## src/rtl/drp_master_10g.sv

```systemverilog
// rtl/drp_master_10g.sv - DRP initiator with req/gnt arbitration, drdy timeout and response channel
module drp_master_10g #(
    parameter int ADDR_W      = 16,
    parameter int GNT_TIMEOUT = 256,
    parameter int RDY_TIMEOUT = 64
) (
    input  logic              dclk,
    input  logic              rst,
    input  logic              cmd_valid,
    output logic              cmd_ready,
    input  logic              cmd_write,
    input  logic [ADDR_W-1:0] cmd_addr,
    input  logic [15:0]       cmd_wdata,
    output logic              rsp_valid,
    input  logic              rsp_ready,
    output logic [15:0]       rsp_rdata,
    output logic              rsp_timeout,
    output logic              drp_req,
    input  logic              drp_gnt,
    output logic              drp_den,
    output logic              drp_dwe,
    output logic [ADDR_W-1:0] drp_daddr,
    output logic [15:0]       drp_di,
    input  logic              drp_drdy,
    input  logic [15:0]       drp_drpdo,
    output logic              busy
);

    localparam int MAX_TO = (GNT_TIMEOUT > RDY_TIMEOUT) ? GNT_TIMEOUT : RDY_TIMEOUT;
    localparam int CNT_W  = $clog2(MAX_TO) + 1;
    localparam logic [CNT_W-1:0] GNT_LAST = CNT_W'(GNT_TIMEOUT - 1);
    localparam logic [CNT_W-1:0] RDY_LAST = CNT_W'(RDY_TIMEOUT - 1);

    typedef enum logic [2:0] {
        IDLE   = 3'd0,
        REQ    = 3'd1,
        STROBE = 3'd2,
        WAIT   = 3'd3,
        RESP   = 3'd4
    } state_t;

    state_t            state, state_d;
    logic [CNT_W-1:0]  cnt;
    logic              write_q;
    logic [ADDR_W-1:0] addr_q;
    logic [15:0]       wdata_q;
    logic              cap;
    logic              cap_to;
    logic [15:0]       cap_data;

    always_comb begin
        state_d  = state;
        cap      = 1'b0;
        cap_to   = 1'b0;
        cap_data = 16'h0000;
        case (state)
            IDLE: begin
                if (cmd_valid) state_d = REQ;
            end
            REQ: begin
                if (drp_gnt) begin
                    state_d = STROBE;
                end else if (cnt == GNT_LAST) begin
                    state_d = RESP;
                    cap     = 1'b1;
                    cap_to  = 1'b1;
                end
            end
            STROBE: state_d = WAIT;
            WAIT: begin
                // drdy wins over a timeout landing in the same cycle
                if (drp_drdy) begin
                    state_d  = RESP;
                    cap      = 1'b1;
                    cap_data = write_q ? 16'h0000 : drp_drpdo;
                end else if (cnt == RDY_LAST) begin
                    state_d = RESP;
                    cap     = 1'b1;
                    cap_to  = 1'b1;
                end
            end
            RESP: begin
                if (rsp_ready) state_d = IDLE;
            end
            default: state_d = IDLE;
        endcase
    end

    always_ff @(posedge dclk) begin
        if (rst) begin
            state       <= IDLE;
            cnt         <= '0;
            write_q     <= 1'b0;
            addr_q      <= '0;
            wdata_q     <= 16'h0000;
            rsp_rdata   <= 16'h0000;
            rsp_timeout <= 1'b0;
        end else begin
            state <= state_d;
            // cleared on every state entry; saturates rather than wrapping
            if (state_d != state) begin
                cnt <= '0;
            end else if (cnt != {CNT_W{1'b1}}) begin
                cnt <= cnt + 1'b1;
            end
            if (state == IDLE && cmd_valid) begin
                write_q <= cmd_write;
                addr_q  <= cmd_addr;
                wdata_q <= cmd_wdata;
            end
            if (cap) begin
                rsp_rdata   <= cap_data;
                rsp_timeout <= cap_to;
            end else if (state == RESP && rsp_ready) begin
                rsp_rdata   <= 16'h0000;
                rsp_timeout <= 1'b0;
            end
        end
    end

    assign cmd_ready = (state == IDLE) && !rst;
    assign busy      = (state != IDLE);
    assign rsp_valid = (state == RESP);
    assign drp_req   = (state == REQ) || (state == STROBE) || (state == WAIT);
    assign drp_den   = (state == STROBE);
    assign drp_dwe   = drp_den && write_q;
    assign drp_daddr = drp_den ? addr_q : '0;
    assign drp_di    = (drp_den && write_q) ? wdata_q : 16'h0000;

endmodule
```

## config.mk

```make
export PLATFORM = sky130hd
export DESIGN_NAME = drp_master_10g
export DESIGN_NICKNAME = d
export VERILOG_FILES = /design/src/rtl/drp_master_10g.sv
export SDC_FILE = /design/constraint.sdc
export NUM_CORES = 1
export LEC_CHECK = 0
export CAP_MARGIN = 10
export CORE_AREA = 2 2 77 94
export CTS_BUF_LIST = sky130_fd_sc_hd__clkbuf_4 sky130_fd_sc_hd__clkbuf_8 sky130_fd_sc_hd__clkbuf_16
export CTS_CLUSTER_SIZE = 24
export DETAILED_ROUTE_END_ITERATION = 8
export DIE_AREA = 0 0 79 96
export GPL_TIMING_DRIVEN = 0
export HOLD_SLACK_MARGIN = 0.12
export PLACE_DENSITY = 0.77
export SYNTH_ARGS = -nofsm -noshare
export SYNTH_HDL_FRONTEND = slang
export SYNTH_SLANG_ARGS = --single-unit
```

## constraint.sdc

```tcl
create_clock -name dclk -period 2.8 [get_ports dclk]
set_clock_uncertainty 0.15 [all_clocks]
set_input_delay 0.84 -clock dclk [delete_from_list [all_inputs] [get_ports dclk]]
set_output_delay 0.84 -clock dclk [all_outputs]
set_load 0.02 [all_outputs]
```

==> impl_metrics.toml <==
[run_status]
result_of_the_run = "finished, final reports clean"

[yosys]
yosys_most_used_dff = "sky130_fd_sc_hd__dfxtp_1"
post_synthesis_cell_area_um2 = 2850
synth_cells = 344
post_synth_num_cell_types = 40
synthesis.yosys.warnings = 0
ys_ff_latch = 62
synth-edff-count = 0
synthArstFlopShare_pct = 0
synth_sequential_area_ratio_pct = 43.5
synth_fp_nets = 402
synthesis.area_per_instance_um2 = 8.29

[power]
share_clk_of_total_power_pct = 39.1
power_switching_share_pct = 25.6
power_frac_comb_pct = 17.9
ir_drop_mv = 0.282
leak_nw = 1.70
power.sequential.fraction_pct = 43.0
power.density_nw_per_um2 = 522
netSwitchingPower_w = 0.000575
p_int_w = 0.00167

[clocking]
htree_num_levels = 3
cts.root.buffer_cell = "sky130_fd_sc_hd__clkbuf_8"
worst_skew_pair_latency_ns = 0.33
cts_hold_repair.buffers = 0
numCtsBuffers = 9
cts.clk_slew.worst_paths_ns = 0.07
tritoncts = "yes"
cts_sinks = 62
clock_tree.buffer_depth = 2

[run]
drv.max_cap_violation_count = 0

[sta]
max_freq_ghz = 0.365
timing.final.crit_share_pct = 97.8
fin_crit_ns = 2.74
finalSetupViolations = 0
setup_repair_after_global_routing_missed_its_margin = "yes"
slew_headroom_pct = 69.0
timing_max_transition_violations_final = 0
hold_viol_final = 0
worst-slew-pin-transition_ns = 0.461

[place]
gp_routability_congestion = 0.845
dp_hpwl_mm = 5.20
port-buffer-count = 109
postPlaceCellArea_um2 = 4050

[detailed_routing]
remaining_drc_errors = 0
routed-via-count = 2692
drt.antenna.violating_nets = 0
drt_wl_total_mm = 7.03
drt-pass1-iter-count = 4
routed_wirelength_normalized_by_instance_count_um = 12.7
drt_iter0_markers = 124
via_to_cell_ratio = 4.85

[final_layout]
postLayoutCoreUtil_pct = 64.2
design.final.nets = 522
number_of_filler_cells_placed_in_the_layout = 599
finalInstanceArea_um2 = 4290
diodes = 0
post_route_cells_drive_above_1_share_pct = 19.9
syn2layout_area_growth_pct = 50.5

[global_routing]
globalRouteOverflowTotal = 0
grt_first_pass_wirelength_mm = 11.3
grt_antenna_before_repair = 0
grt_start_max_net_pins = 20
globalRouteTotalUtil_pct = 18.9
grt_pass1_vias = 2576

[die]
num_rows = 33
top_level_ports = 110
die_area_um2 = 7580
fp.coreArea_um2 = 6690
die_height_um = 96
die_width_um = 79
start_util_pct = 42.6

[setup_path]
start_kind = "register"
worstSetupEndpoint = "drp_di[6]"
timing.critical_path.required_ns = 1.81
crit_arrival_ns = 1.75
critical_path.cell_chain = "buf_2 > nand2b_4 > nor2_4 > clkbuf_8 > and3_1 > clkdlybuf4s15_2"
r2r_setup_slack_ns = 0.41
worst_setup_path_end_kind = "output port"
crit-reg2reg-launch = "cnt[0]"
startpoint = "state[2]"
worstRegToRegCells = 9
r2r_end = "rsp_rdata[11]"
crit_type = "reg -> out"
cp.depth = 6
path_buf_inv = 3
worst_path_max_delay_cell = "sky130_fd_sc_hd__dfxtp_1"
crit_fanout = 10
worst_path_dominant_cell_family = "buffers and inverters"
critPathMaxStageDelay_ns = 0.29

[worst_hold_path]
min-delay-path-class = "reg -> reg"
[power groups by stage]
stage | clock [W] | combinational, W | sequential, W
after floorplan | 0 | 0.000222 | 0.000980
after global placement | 0 | 0.000392 | 0.000980
after detailed placement | 0 | 0.000394 | 0.000983
after CTS | 0.000898 | 0.000402 | 0.000963
after global routing | 0.000942 | 0.000441 | 0.000970
final | 0.000877 | 0.000401 | 0.000964
[through the flow]
| stage | TNS, ns | instances | hold WS, ns | power [W] | setup slack (ns) |
|---|---|---|---|---|---|
| after floorplan | 0 | 344 | 0.282 | 0.00120 | 0.101 |
| after global placement | -11.95 | 540 | 0.288 | 0.00137 | -1.32 |
| after detailed placement | -10.62 | 540 | 0.293 | 0.00138 | -1.34 |
| after CTS | 0 | 554 | 0.303 | 0.00226 | 0.0000715 |
| after global routing | -0.243 | 555 | 0.313 | 0.00235 | -0.0286 |
| final | 0 | 555 | 0.302 | 0.00224 | 0.0603 |
[sequential cells by signal (all words and copies together), names as in the netlist]
signal	count
wdata_q	16
state	3
addr_q	16
rsp_rdata	16
rsp_timeout	1
write_q	1
cnt	9
[cell families (layout without fill, tap and decap cells)]
logic type,count (synthesis),after routing,synth area share [%]
compound gates,64,64,14.7
xor+xnor,7,7,2.15
fa+ha+maj,3,3,1.32
buf+inv,29,153,5.35
flops,62,62,43.5
mux,1,1,0.351
simple gates,178,178,32.6
[Yosys cell counts (all sizes together), types with 2 or more instances]
| cell type | instances | share of area, % |
|---|---|---|
| xnor2 | 4 | 1.2 |
| ha | 3 | 1.3 |
| nor2 | 9 | 1.2 |
| clkbuf | 10 | 1.3 |
| xor2 | 3 | 0.92 |
| dfxtp | 62 | 44 |
| inv | 4 | 0.53 |
| o31a | 3 | 0.92 |
| o21ai | 17 | 4.3 |
| nand3 | 3 | 0.53 |
| a21oi | 35 | 6.1 |
| buf | 15 | 3.5 |
| nand2 | 88 | 12 |
| and2 | 18 | 3.9 |
| and3 | 16 | 3.5 |
| nor2b | 3 | 0.66 |
| nand2b | 20 | 4.4 |
| nand4b | 2 | 0.83 |
| nor3 | 16 | 4.6 |
[worst min-delay path by stage]
stage	start	endpoint	slack, ns	depth (start not counted)
global route	wdata_q[3]	wdata_q[3]	0.31	2
CTS	addr_q[14]	addr_q[14]	0.30	2
floorplan	addr_q[0]	addr_q[0]	0.28	2
finish	wdata_q[7]	wdata_q[7]	0.30	2
detailed placement	addr_q[14]	addr_q[14]	0.29	2
global placement	wdata_q[1]	wdata_q[1]	0.29	2
[layout by cell type, fill, tap and decap left out, types with 2 or more instances in the layout]
cell type,n
sky130_fd_sc_hd__ha_1,3
sky130_fd_sc_hd__buf_4,4
sky130_fd_sc_hd__bufinv_16,2
sky130_fd_sc_hd__nor2b_1,3
sky130_fd_sc_hd__clkdlybuf4s15_1,2
sky130_fd_sc_hd__xor2_1,3
sky130_fd_sc_hd__nand3_1,3
sky130_fd_sc_hd__nand2b_1,19
sky130_fd_sc_hd__clkinv_2,2
sky130_fd_sc_hd__dlygate4sd2_1,4
sky130_fd_sc_hd__inv_1,4
sky130_fd_sc_hd__a21oi_1,35
sky130_fd_sc_hd__clkdlybuf4s15_2,21
sky130_fd_sc_hd__clkbuf_8,12
sky130_fd_sc_hd__xnor2_1,4
sky130_fd_sc_hd__clkbuf_1,6
sky130_fd_sc_hd__dfxtp_1,61
sky130_fd_sc_hd__clkbuf_2,7
sky130_fd_sc_hd__nor2_1,8
sky130_fd_sc_hd__nand2_1,87
sky130_fd_sc_hd__o21ai_1,6
sky130_fd_sc_hd__and2_1,18
sky130_fd_sc_hd__buf_6,5
sky130_fd_sc_hd__and3_1,16
sky130_fd_sc_hd__buf_2,10
sky130_fd_sc_hd__clkdlybuf4s50_1,72
sky130_fd_sc_hd__nor3_1,6
sky130_fd_sc_hd__o21ai_2,10
sky130_fd_sc_hd__nor3_2,10
sky130_fd_sc_hd__o31a_1,3
[per-layer routing]
layer,GRT usage [%],vias to the layer above,wire (um)
met5,0,-,0
met4,7.90,0,126
met3,5.44,12,437
met2,33.0,79,3390
met1,21.8,1223,3080
li1,-,1378,-
[what timing repair did]
| action | 4_1_cts | 5_1_grt |
|---|---|---|
| endpoints found under the setup margin | 36 | 30 |
| pin swaps | 1 | 1 |
| resized for setup | 108 | 14 |
| setup buffers | 0 | 1 |
| gates cloned | 0 | 0 |
[worst reg2reg max path, delay by kind of cell (launching register included)]
family,cells,cell delay [ns]
and+or+nand+nor,3,0.56
AOI/OAI and AO/OA,3,0.54
adders and majority gates,2,0.46
DFF,1,0.37
buffers and inverters,1,0.22
[final cells by class]
type	count	area, um2	share of cell area [%]
clock buffers	11	151	3.53
well taps	87	109	2.54
flip-flops and latches	62	1240	29.0
plain buffers	24	161	3.76
multi-input cells	253	1470	34.3
inverters	4	15.0	0.350
clock inverters	4	70.1	1.63
repair buffers	110	1070	24.9
Power figures use the tool's default switching activity.
